$ cat src/rtl/uart_tx_ctrl_if.sv
// uart_tx_ctrl_if: host write port and baud-timer handshake of the UART transmit controller
interface uart_tx_ctrl_if;
  logic       tx_wr;
  logic [7:0] tx_data;
  logic       tx_full;
  logic       tx_empty;
  logic       tx_busy;
  logic       tx_ovf_err;
  logic       tx_err_clr;
  logic       uart_tm_en;
  logic       uart_tm_ov;
  logic       uart_txd;
  modport master (
    output tx_wr, tx_data, tx_err_clr, uart_tm_ov,
    input  tx_full, tx_empty, tx_busy, tx_ovf_err, uart_tm_en, uart_txd
  );
  modport slave (
    input  tx_wr, tx_data, tx_err_clr, uart_tm_ov,
    output tx_full, tx_empty, tx_busy, tx_ovf_err, uart_tm_en, uart_txd
  );
endinterface

$ cat src/rtl/uart_tx_ctrl.sv
// uart_tx_ctrl: FIFO-buffered UART transmitter stepping one bit per baud-timer overflow
module uart_tx_ctrl #(
  parameter int FIFO_DEPTH = 4,
  parameter int PARITY_EN  = 0,
  parameter int PARITY_ODD = 0,
  parameter int STOP_BITS  = 1
) (
  input logic            clk,
  input logic            rst_x,
  uart_tx_ctrl_if.slave  bus
);
  localparam int AW = $clog2(FIFO_DEPTH);
  localparam logic SC_LAST = 1'(STOP_BITS - 1);
  typedef enum logic [2:0] {IDLE, START, DATA, PARITY, STOP} state_t;
  logic [7:0]  mem [FIFO_DEPTH];
  logic [AW-1:0] wr_ptr, rd_ptr;
  logic [AW:0] cnt, cnt_n;
  logic        full, empty, ovf, wr_ok, pop;
  logic [7:0]  rd_data;
  state_t      state, state_n;
  logic [7:0]  sh, sh_n;
  logic [2:0]  bc, bc_n;
  logic        sc, sc_n, txd, txd_n, en, en_n, par, par_n;
  assign wr_ok   = bus.tx_wr & ~full;
  assign rd_data = mem[rd_ptr];
  assign cnt_n   = cnt + (AW+1)'(wr_ok) - (AW+1)'(pop);
  always_ff @(posedge clk)
    if (wr_ok) mem[wr_ptr] <= bus.tx_data;
  always_ff @(posedge clk or negedge rst_x)
    if (!rst_x) begin
      wr_ptr <= '0;
      rd_ptr <= '0;
      cnt    <= '0;
      full   <= 1'b0;
      empty  <= 1'b1;
      ovf    <= 1'b0;
    end else begin
      wr_ptr <= wr_ptr + AW'(wr_ok);
      rd_ptr <= rd_ptr + AW'(pop);
      cnt    <= cnt_n;
      full   <= cnt_n == (AW+1)'(FIFO_DEPTH);
      empty  <= cnt_n == '0;
      ovf    <= (bus.tx_wr & full) ? 1'b1 : bus.tx_err_clr ? 1'b0 : ovf;
    end
  always_ff @(posedge clk or negedge rst_x)
    if (!rst_x) begin
      state <= IDLE;
      sh    <= '0;
      bc    <= '0;
      sc    <= 1'b0;
      txd   <= 1'b1;
      en    <= 1'b0;
      par   <= 1'b0;
    end else begin
      state <= state_n;
      sh    <= sh_n;
      bc    <= bc_n;
      sc    <= sc_n;
      txd   <= txd_n;
      en    <= en_n;
      par   <= par_n;
    end
  // Loading a new byte is shared by IDLE and the final stop bit so frames chain without a gap
  always_comb begin
    state_n = state;
    sh_n    = sh;
    bc_n    = bc;
    sc_n    = sc;
    txd_n   = txd;
    en_n    = en;
    par_n   = par;
    pop     = 1'b0;
    case (state)
      IDLE:  pop = ~empty;
      START: if (bus.uart_tm_ov) begin
        txd_n   = sh[0];
        sh_n    = sh >> 1;
        bc_n    = '0;
        state_n = DATA;
      end
      DATA: if (bus.uart_tm_ov) begin
        if (bc != 3'd7) begin
          txd_n = sh[0];
          sh_n  = sh >> 1;
          bc_n  = bc + 3'd1;
        end else begin
          txd_n   = (PARITY_EN != 0) ? par : 1'b1;
          sc_n    = 1'b0;
          state_n = (PARITY_EN != 0) ? PARITY : STOP;
        end
      end
      PARITY: if (bus.uart_tm_ov) begin
        txd_n   = 1'b1;
        sc_n    = 1'b0;
        state_n = STOP;
      end
      STOP: if (bus.uart_tm_ov) begin
        if (sc != SC_LAST) sc_n = 1'b1;
        else if (empty) begin
          en_n    = 1'b0;
          state_n = IDLE;
        end else pop = 1'b1;
      end
      default: state_n = IDLE;
    endcase
    if (pop) begin
      sh_n    = rd_data;
      par_n   = ^rd_data ^ 1'(PARITY_ODD);
      txd_n   = 1'b0;
      en_n    = 1'b1;
      state_n = START;
    end
  end
  assign bus.tx_full    = full;
  assign bus.tx_empty   = empty;
  assign bus.tx_busy    = state != IDLE;
  assign bus.tx_ovf_err = ovf;
  assign bus.uart_tm_en = en;
  assign bus.uart_txd   = txd;
endmodule

$ cat src/flat_wrapper.sv
// flat-port wrapper written by rule: the top's interface ports become plain ports
module uart_tx_ctrl_flat 
#(
  parameter int FIFO_DEPTH = 4,
  parameter int PARITY_EN  = 0,
  parameter int PARITY_ODD = 0,
  parameter int STOP_BITS  = 1
)
  (clk, rst_x, bus_tx_wr, bus_tx_data, bus_tx_err_clr, bus_uart_tm_ov, bus_tx_full, bus_tx_empty, bus_tx_busy, bus_tx_ovf_err, bus_uart_tm_en, bus_uart_txd);
  uart_tx_ctrl_if bus_i ();
  input logic clk;
  input logic rst_x;
  input wire logic [$bits(bus_i.tx_wr)-1:0] bus_tx_wr;
  input wire logic [$bits(bus_i.tx_data)-1:0] bus_tx_data;
  input wire logic [$bits(bus_i.tx_err_clr)-1:0] bus_tx_err_clr;
  input wire logic [$bits(bus_i.uart_tm_ov)-1:0] bus_uart_tm_ov;
  output wire logic [$bits(bus_i.tx_full)-1:0] bus_tx_full;
  output wire logic [$bits(bus_i.tx_empty)-1:0] bus_tx_empty;
  output wire logic [$bits(bus_i.tx_busy)-1:0] bus_tx_busy;
  output wire logic [$bits(bus_i.tx_ovf_err)-1:0] bus_tx_ovf_err;
  output wire logic [$bits(bus_i.uart_tm_en)-1:0] bus_uart_tm_en;
  output wire logic [$bits(bus_i.uart_txd)-1:0] bus_uart_txd;
  assign bus_i.tx_wr = bus_tx_wr;
  assign bus_i.tx_data = bus_tx_data;
  assign bus_i.tx_err_clr = bus_tx_err_clr;
  assign bus_i.uart_tm_ov = bus_uart_tm_ov;
  assign bus_tx_full = bus_i.tx_full;
  assign bus_tx_empty = bus_i.tx_empty;
  assign bus_tx_busy = bus_i.tx_busy;
  assign bus_tx_ovf_err = bus_i.tx_ovf_err;
  assign bus_uart_tm_en = bus_i.uart_tm_en;
  assign bus_uart_txd = bus_i.uart_txd;
  uart_tx_ctrl #(.FIFO_DEPTH(FIFO_DEPTH), .PARITY_EN(PARITY_EN), .PARITY_ODD(PARITY_ODD), .STOP_BITS(STOP_BITS)) u_core (.clk(clk), .rst_x(rst_x), .bus(bus_i));
endmodule
$ cat config.mk
export PLATFORM = sky130hd
export DESIGN_NAME = uart_tx_ctrl_flat
export DESIGN_NICKNAME = d
export VERILOG_FILES = /design/src/rtl/uart_tx_ctrl_if.sv /design/src/rtl/uart_tx_ctrl.sv /design/src/flat_wrapper.sv
export SDC_FILE = /design/constraint.sdc
export NUM_CORES = 1
export LEC_CHECK = 0
export BUFFER_PORTS_ARGS = -buffer_cell sky130_fd_sc_hd__buf_2
export CAP_MARGIN = 30
export CORE_MARGIN = 10
export CORE_UTILIZATION = 55
export DETAILED_ROUTE_END_ITERATION = 6
export GPL_TIMING_DRIVEN = 0
export PLACE_DENSITY = 0.86
export SKIP_CTS_REPAIR_TIMING = 1
export SYNTH_ARGS = -nofsm -noshare
export SYNTH_HDL_FRONTEND = slang
export SYNTH_SLANG_ARGS = --single-unit
$ cat constraint.sdc
create_clock -name clk -period 5.2 [get_ports clk]
set_input_delay 0.26 -clock clk [delete_from_list [all_inputs] [get_ports clk]]
set_output_delay 0.26 -clock clk [all_outputs]
set_load 0.005 [all_outputs]
Word level (Yosys, flattened, before mapping)
Memories as Yosys holds them, arrays and structs flattened.
Cells that the tools add are included.

storage, ports and cells
  register bits after elaboration = 27
  bits in latches = 0
  RAM bits = 32
  ROM bits = 0
  output and inout port bits = 6
  word-level logic and storage cells = 104
  memories = 1

memory list
  name        words  width  rd ports  clocked after memory_dff  write ports  line                text
  u_core.mem  4      8      1         0                         1            uart_tx_ctrl.sv:15  logic [7:0] mem [FIFO_DEPTH];

cells by class
  add/subtract/negate cells = 5
  multiply operators = 0
  divide/modulo/power cells = 0
  magnitude comparators = 0
  eq/ne operators = 22
  shift operators = 0
  multiplexer cells = 43
  bitwise logic cells = 4
  reductions and logical operators = 17

operators with widths
  kind                   number
  $mux W3                11
  $mux W8                4
  $mux W1                22
  $ne A3 B2 Y1 const B   6
  $pmux W8 S2            1
  $reduce_and A4 Y1      4
  $pmux W3 S5            1
  $ne A2 B2 Y1 const B   5
  $reduce_bool A2 Y1     5
  $reduce_bool A3 Y1     3
  $reduce_and A8 Y1      1
  $eq A3 B2 Y1 const B   2
  $eq A3 B3 Y1 const B   2
  $logic_not A3 Y1       2
  $ne A2 B1 Y1 const B   3
  $ne A3 B1 Y1 const B   2
  $pmux W1 S3            2
  $pmux W3 S2            1
  $reduce_and A5 Y1      1
  $add A2 B1 Y2          2
  $reduce_bool A4 Y1     1
  $add A3 B1 Y3          1
  $add A3 B1 Y3 const B  1
  $eq A3 B1 Y1 const B   1
  5 further kinds        7

Depth between registers and ports, before layout
Gate-level depths: netlist of run 1.

  depth in word-level cells = 6
  depth in mapped cells = 12
  depth with buffers taken out = 10

Least setup slack after synthesis of run 1
OpenSTA, ideal clock, no wires.

  path type = reg2reg
  start = register u_core.state[1]
  end = register u_core.full, in the netlist u_core.bus.tx_full
  library setup time = 0.088 ns
  arrival time = 2.403 ns
  setup slack = 2.709 ns
  cell stages (with the launch flop) = 13
  path buffers = 2
  clock period less this slack = 2.491 ns
  path through = dfrtp_1 -> buf_6 -> or2_4 -> nor3_4 -> buf_6 -> ha_1 -> inv_1 -> ha_1 -> inv_1 -> fa_1 -> xnor2_1 -> xnor2_1 -> nor3b_1

on the way
  cells in the longest elaborated chain, start to end = 4

ends and longest elaborated chain
  item                                              line                text
  start: declaration                                uart_tx_ctrl.sv:20  state_t state, state_n;
  start signal: assignment                          uart_tx_ctrl.sv:55  state <= state_n;
  $eq A3 B3 Y1 or $logic_not A3 Y1 (tied branches)  uart_tx_ctrl.sv:73  case (state)
  $pmux W1 S2 *                                     uart_tx_ctrl.sv:73
  $sub A3 B1 Y3 *                                   uart_tx_ctrl.sv:26  assign cnt_n = cnt + (AW+1)'(wr_ok) - (AW+1)'(pop);
  named net u_core.cnt_n[2]                         uart_tx_ctrl.sv:17  logic [AW:0] cnt, cnt_n;
  $eq A3 B3 Y1 *                                    uart_tx_ctrl.sv:41  full <= cnt_n == (AW+1)'(FIFO_DEPTH);
  end signal: assignment                            uart_tx_ctrl.sv:41
  end: declaration                                  uart_tx_ctrl.sv:18  logic full, empty, ovf, wr_ok, pop;

The timed path passes the listed nets; every way through them passes the cells marked *.
A chain may end at the register's enable or synchronous reset.

Worst setup path after layout of run 1
Ends and elaborated chain as after synthesis.

==> results.toml, run 1 <==
[clock_tree]
cts_root_buffer = "clkbuf_8"
cts-htree-levels = 3
clock_latency_ns = 0.33
numCtsBuffers = 9
path_clk_slew_ns = 0.06
cts_tree = "built"
clockBufferDepth = 2
cts_sinks = 58

[layout]
multiInputGateArea_um2 = 787
regArea_um2 = 1610
stdcell_area_um2 = 2820
area_delta_synth_final_pct = 14.4
fillers = 294
fin_nets = 203
n_antenna_cell = 0
drive_above_1_share = 0.344

[place]
place_area_um2 = 2630
dp_hpwl_um = 2940
port_buffers = 18
gp_congestion = 0.870

[setup_path]
end_kind = "flip-flop"
reg2reg_slack_ns = 2.49
cp_max_fo = 10
cp-start-kind = "flip-flop"
slowest_stage = "fa_1"
cp_cell_sequence = "buf_6 -> or2_4 -> nor3_4 -> buf_6 -> ha_1 -> inv_1 -> ha_1 -> inv_1 -> fa_1 -> xnor2_1 -> xnor2_1 -> nor3b_1"
required_ns = 5.43
critPathArrivalTime_ns = 2.95
cp.buffers_inverters = 4
cpLargestDelayFamily = "adder cells"
cpPeakStageDelay_ns = 0.38
crit_type = "reg2reg"

[pwr]
finalPower_mw = 1.73
peakVddDrop_uv = 340
p_leak_nw = 1.14
power_density_nw_per_um2 = 611

[sta]
tns_ns = 0
rsz0062_at_grt = "no"
tightest_slew_ns = 0.835
setup_viol = 0
fin_skew_ns = 0.00597
fin_crit_sh = 0.522
hold_viol = 0
relSlewSlack = 0.442
max_freq_mhz = 368
fin_crit_ns = 2.71
finalMaxSlewViolations = 0

[run_status]
status = "finished, final reports clean"

[floorplanning]
die_h_um = 87.0
die-area_um2 = 7570
core-area_um2 = 4350
start_util = 0.567
row_count = 24
fp.dieW_um = 87.0
ios = 19

[job]
maxCapViolations = 0

[global_route]
grt_overflow = 0
grt_pass1_vias = 1499
grt_max_degree = 27
grtUsageTotal = 0.124
antenna_found_initial = 0
grt_first_pass_wirelength_um = 7000

[yosys]
synth_area_um2 = 2470
async_reset_ff_frac = 0.448
synth_cells = 153
syn_avg_cell_area_um2 = 16.1
synthFlopType = "edfxtp_1"
syn-num-nets = 172
synth_cell_types = 37
yosysWarnings = 0
synth-edff-count = 32
yosysSeqAreaShare = 0.654
yosys_register_bits = 58

[min_path]
hold_path_class = "in2reg"

[detailed_routing]
drt_first_pass_iters = 4
remaining_drc_errors = 0
drt-total-wl_um = 4200
ant_nets = 0
wl_per_cell_um = 17.4
drtIter0Drc = 51
num_vias = 1366
drt-vias-per-instance = 5.67
## cell usage in the layout, fill, tap and decap left out, drive strengths merged, types with 2 or more instances in the layout
cell type,count
ha,5
mux2,14
nor3b,2
buf,23
xor2,2
dfstp,2
dfrtp,24
clkinv,4
o31ai,2
clkbuf,11
xnor2,3
mux4,8
o211a,2
edfxtp,32
o21ai,8
inv,6
nand2b,3
nor2,6
nor3,3
a22oi,2
nand2,10
mux2i,2
## area by class of cell
| type | instances | share of cell area |
|---|---|---|
| Clock inverter | 6 | 0.0204 |
| Sequential cell | 58 | 0.572 |
| Buffer | 5 | 0.0160 |
| Timing Repair Buffer | 20 | 0.0372 |
| Clock buffer | 10 | 0.0452 |
| Tap cell | 52 | 0.0230 |
| Multi-Input combinational cell | 84 | 0.279 |
| Inverter | 6 | 0.00798 |
## synth_stat cells, types with 2 or more instances
library cell  number  area share
edfxtp_1          32        0.39
dfrtp_1           24        0.24
mux2_2            14       0.064
nand2_1           10       0.015
mux4_2             7       0.064
o21ai_0            7       0.014
inv_1              6      0.0091
nor2_1             6      0.0091
ha_1               5       0.025
buf_6              3       0.014
nand2b_1           3      0.0076
xnor2_1            3       0.011
a22oi_1            2      0.0061
dfstp_2            2       0.021
mux2i_1            2      0.0081
nor3_1             2      0.0041
nor3b_1            2      0.0061
o211a_1            2      0.0081
o31ai_1            2      0.0061
xor2_1             2      0.0071
## routing by layer
metal | track usage | vias to the layer above | wire length (um)
met4 | 0.0736 | 0 | 84
met3 | 0.0468 | 7 | 215
li1 | - | 634 | -
met2 | 0.209 | 33 | 2220
met5 | 0 | - | 0
met1 | 0.127 | 692 | 1680
## power by group
group / internal, mW / leakage (nW) / switching (mW)
Clock: 0.217 / 0.0958 / 0.164
Sequential: 0.639 / 0.606 / 0.0741
Combinational: 0.327 / 0.440 / 0.304
## kinds of logic (layout without fill, tap and decap cells)
kind of cell               after synthesis  count (layout)  synth area share
DFF                                     58              58             0.654
and+or+nand+nor                         30              30            0.0669
muxes                                   24              24             0.146
AOI/OAI and AO/OA                       19              19            0.0542
buffers and inverters                   11              47            0.0274
adders and majority gates                6               6            0.0335
xor gates and xnor gates                 5               5            0.0177
## flip-flops by register name, summed over array words and instances, names as in the netlist
| name | flops |
|---|---|
| u_core.cnt | 3 |
| u_core.sh | 8 |
| u_core.rd_ptr | 2 |
| u_core.state | 3 |
| u_core.mem | 32 |
| u_core.bus.uart_txd | 1 |
| u_core.wr_ptr | 2 |
| u_core.bus.tx_ovf_err | 1 |
| u_core.bus.tx_empty | 1 |
| u_core.bus.tx_full | 1 |
| u_core.bus.uart_tm_en | 1 |
| u_core.bc | 3 |
## through the flow
step	std cells	utilization	hold slack, ns	setup WS (ns)
final	241	0.649	0.146	2.49
after global routing	241	0.649	0.137	2.28
after floorplan	153	-	-0.0356	2.71
after global placement	223	0.603	0.273	2.57
after CTS	240	0.646	-0.0710	2.47
after detailed placement	224	0.604	0.294	2.51
## path summary, 6_finish.rpt
kind                       depth (start not counted)                    end            start
max                                               12     u_core.bus.tx_full  u_core.state[1]
min                                                1       u_core.mem[1][7]   bus_tx_data[7]
max reg2reg                                       12     u_core.bus.tx_full  u_core.state[1]
min reg2reg                                        1          u_core.cnt[2]    u_core.cnt[2]
max in group asynchronous                          2  u_core.bus.tx_ovf_err            rst_x
min in group asynchronous                          2           u_core.bc[2]            rst_x
Note: power is estimated with default switching activity, not from simulation.
==> run 2: changes to the inputs <==
--- a/config.mk
+++ b/config.mk
@@ -8,10 +8,10 @@
 export BUFFER_PORTS_ARGS = -buffer_cell sky130_fd_sc_hd__buf_2
 export CAP_MARGIN = 30
 export CORE_MARGIN = 10
-export CORE_UTILIZATION = 55
+export CORE_UTILIZATION = 53
 export DETAILED_ROUTE_END_ITERATION = 6
 export GPL_TIMING_DRIVEN = 0
-export PLACE_DENSITY = 0.86
+export PLACE_DENSITY = 0.87
 export SKIP_CTS_REPAIR_TIMING = 1
 export SYNTH_ARGS = -nofsm -noshare
 export SYNTH_HDL_FRONTEND = slang
==> constraint.sdc (replaced) <==
create_clock -name clk -period 2.25 [get_ports clk]
set_input_delay 0.1125 -clock clk [delete_from_list [all_inputs] [get_ports clk]]
set_output_delay 0.1125 -clock clk [all_outputs]
set_load 0.005 [all_outputs]
==> run 2 against run 1 <==
The flow now finishes with violations (setup timing). Total power increased to 2.7 times the previous value. Setup slack got worse by 2.7 ns. Critical path type unchanged. Routed wire length increased by 14%. Combinational power increased to 2.8 times the previous value. Highest routed layer unchanged. Critical path depth unchanged. Count of clock-buffer cells in the layout decreased by 1.
==> results.toml, run 2 (synthesis results as in run 1) <==
[run_status]
status = "complete, but fails checks"
violations = "setup timing"

[place]
dp_hpwl_um = 3140
pre_cts_slack_ns = -0.315
gp_congestion = 0.816
port_buffers = 18
dp.cells = 224

[clock_tree]
clock_latency_ns = 0.33
clockBufferDepth = 2
path_clk_slew_ns = 0.07
cts_sinks = 58
numCtsBuffers = 9
cts-htree-levels = 3
cts_root_buffer = "clkbuf_8"
cts_tree = "built"

[global_route]
grt_first_pass_wirelength_um = 7230
grtUsageTotal = 0.125
grt_max_degree = 27
grt_overflow = 0
antenna_found_initial = 0
grt_pass1_vias = 1511

[layout]
fin_nets = 218
largest_reg_flops = 32
area_delta_synth_final_pct = 25.3
final_cell_mix = "32 x edfxtp_1, 23 x dfrtp_1, 18 x buf_2"
n_antenna_cell = 0
largest-register = "u_core.mem"
drive_above_1_share = 0.412
reg_top3 = "u_core.mem (32), u_core.sh (8)"
final_common_cell = "edfxtp_1"
layout.cells.non_filler = 256

[sta]
relSlewSlack = 0.500
fin_crit_sh = 1.08
fin_crit_ns = 2.42
hold_viol = 0
holdWs_ns = 0.00890
fin_skew_ns = 0.00430
finalMaxSlewViolations = 0
setup_viol = 2
rsz0062_at_grt = "yes"
max_freq_mhz = 413
tightest_slew_ns = 0.747
fin_ws_ns = -0.172

[pwr]
peakVddDrop_uv = 772
share_comb_of_total_power = 0.381
seqPwrFrac = 0.353
switching_power_mw = 1.44
switching_share = 0.305
power_density_nw_per_um2 = 1520
p_leak_nw = 1.25
intPower_mw = 3.28
finalPower_mw = 4.71
p_clk_frac = 0.266

[setup_path]
cp-start-kind = "flip-flop"
cp-startpoint = "u_core.state[1]"
crit_type = "reg2reg"
cp_max_fo = 5
required_ns = 2.50
critPathArrivalTime_ns = 2.67
end_kind = "flip-flop"
r2r_start = "u_core.state[1]"

[floorplanning]
ios = 19
die-area_um2 = 7790
core-area_um2 = 4440
fp.dieW_um = 88.2
die_h_um = 88.2
start_util = 0.555
row_count = 24

[detailed_routing]
wl_per_cell_um = 18.7
num_vias = 1448
ant_nets = 0
remaining_drc_errors = 0
drt_first_pass_iters = 4
drt-vias-per-instance = 5.66
drt-total-wl_um = 4800
drtIter0Drc = 101

[min_path]
hold_path_class = "in2reg"
hp-start = "bus_tx_data[3]"

[job]
maxCapViolations = 0
## run 2: cell types whose count changed in the layout (fill, tap and decap cells not counted), sizes merged
cell         previous run  this run
buf                    23        31
bufinv                  1         4
clkbuf                 11        10
clkinv                  4         2
dlygate4sd3             1         8
## run 2: worst paths after layout
kind	to	slack, ns	cells after the start
max reg2reg	u_core.bus.tx_full	-0.17	12
max	u_core.bus.tx_full	-0.17	12
min reg2reg	u_core.state[1]	0.49	1
min	u_core.mem[3][3]	0.009	1
min in group asynchronous	u_core.state[1]	0.32	2
max in group asynchronous	u_core.state[2]	1.52	2
## run 2: cell type report
cell class / count / area (um^2)
clock buffer: 9 / 124
sequential: 58 / 1620
clock inverter: 7 / 141
buffer: 5 / 45.0
multi-input combinational: 84 / 840
tap: 52 / 65.1
fill: 273 / 1350
inverter: 6 / 25.0
timing repair buffer: 35 / 238
## run 2: per-layer routing
layer | share of wire | vias up | track usage
met5 | 0 | - | 0
met4 | 0.026 | 0 | 0.0705
met3 | 0.059 | 14 | 0.0441
met2 | 0.52 | 53 | 0.217
met1 | 0.39 | 713 | 0.130
li1 | - | 668 | -
## run 2: stage by stage
stage / utilization / setup TNS, ns / instance area [um^2]
3_3_place_gp: 0.599 / -0.412 / 2660
2_1_floorplan: - / -0.163 / 2510
6_report: 0.696 / -0.296 / 3090
3_5_place_dp: 0.601 / -0.709 / 2670
5_1_grt: 0.696 / -0.585 / 3090
4_1_cts: 0.661 / -0.741 / 2940
## run 2: power by group through the flow
stage                     combinational, mW  sequential [mW]  clock (mW)
after detailed placement               1.59             1.68           0
after CTS                              1.61             1.66        1.27
final                                  1.79             1.66        1.25
after global placement                 1.46             1.64           0
after floorplan                        1.25             1.62           0
after global routing                   1.95             1.70        1.31
## run 2: worst max-delay path: stages, from the launching register on
cell and delay (ns):
dfrtp_1 0.38, buf_6 0.12, or2_4 0.26, nor3_4 0.15, buf_6 0.14, ha_4 0.20, inv_4 0.05, ha_4 0.12
inv_2 0.04, fa_2 0.35, xnor2_2 0.16, xnor2_2 0.18, nor3b_2 0.19
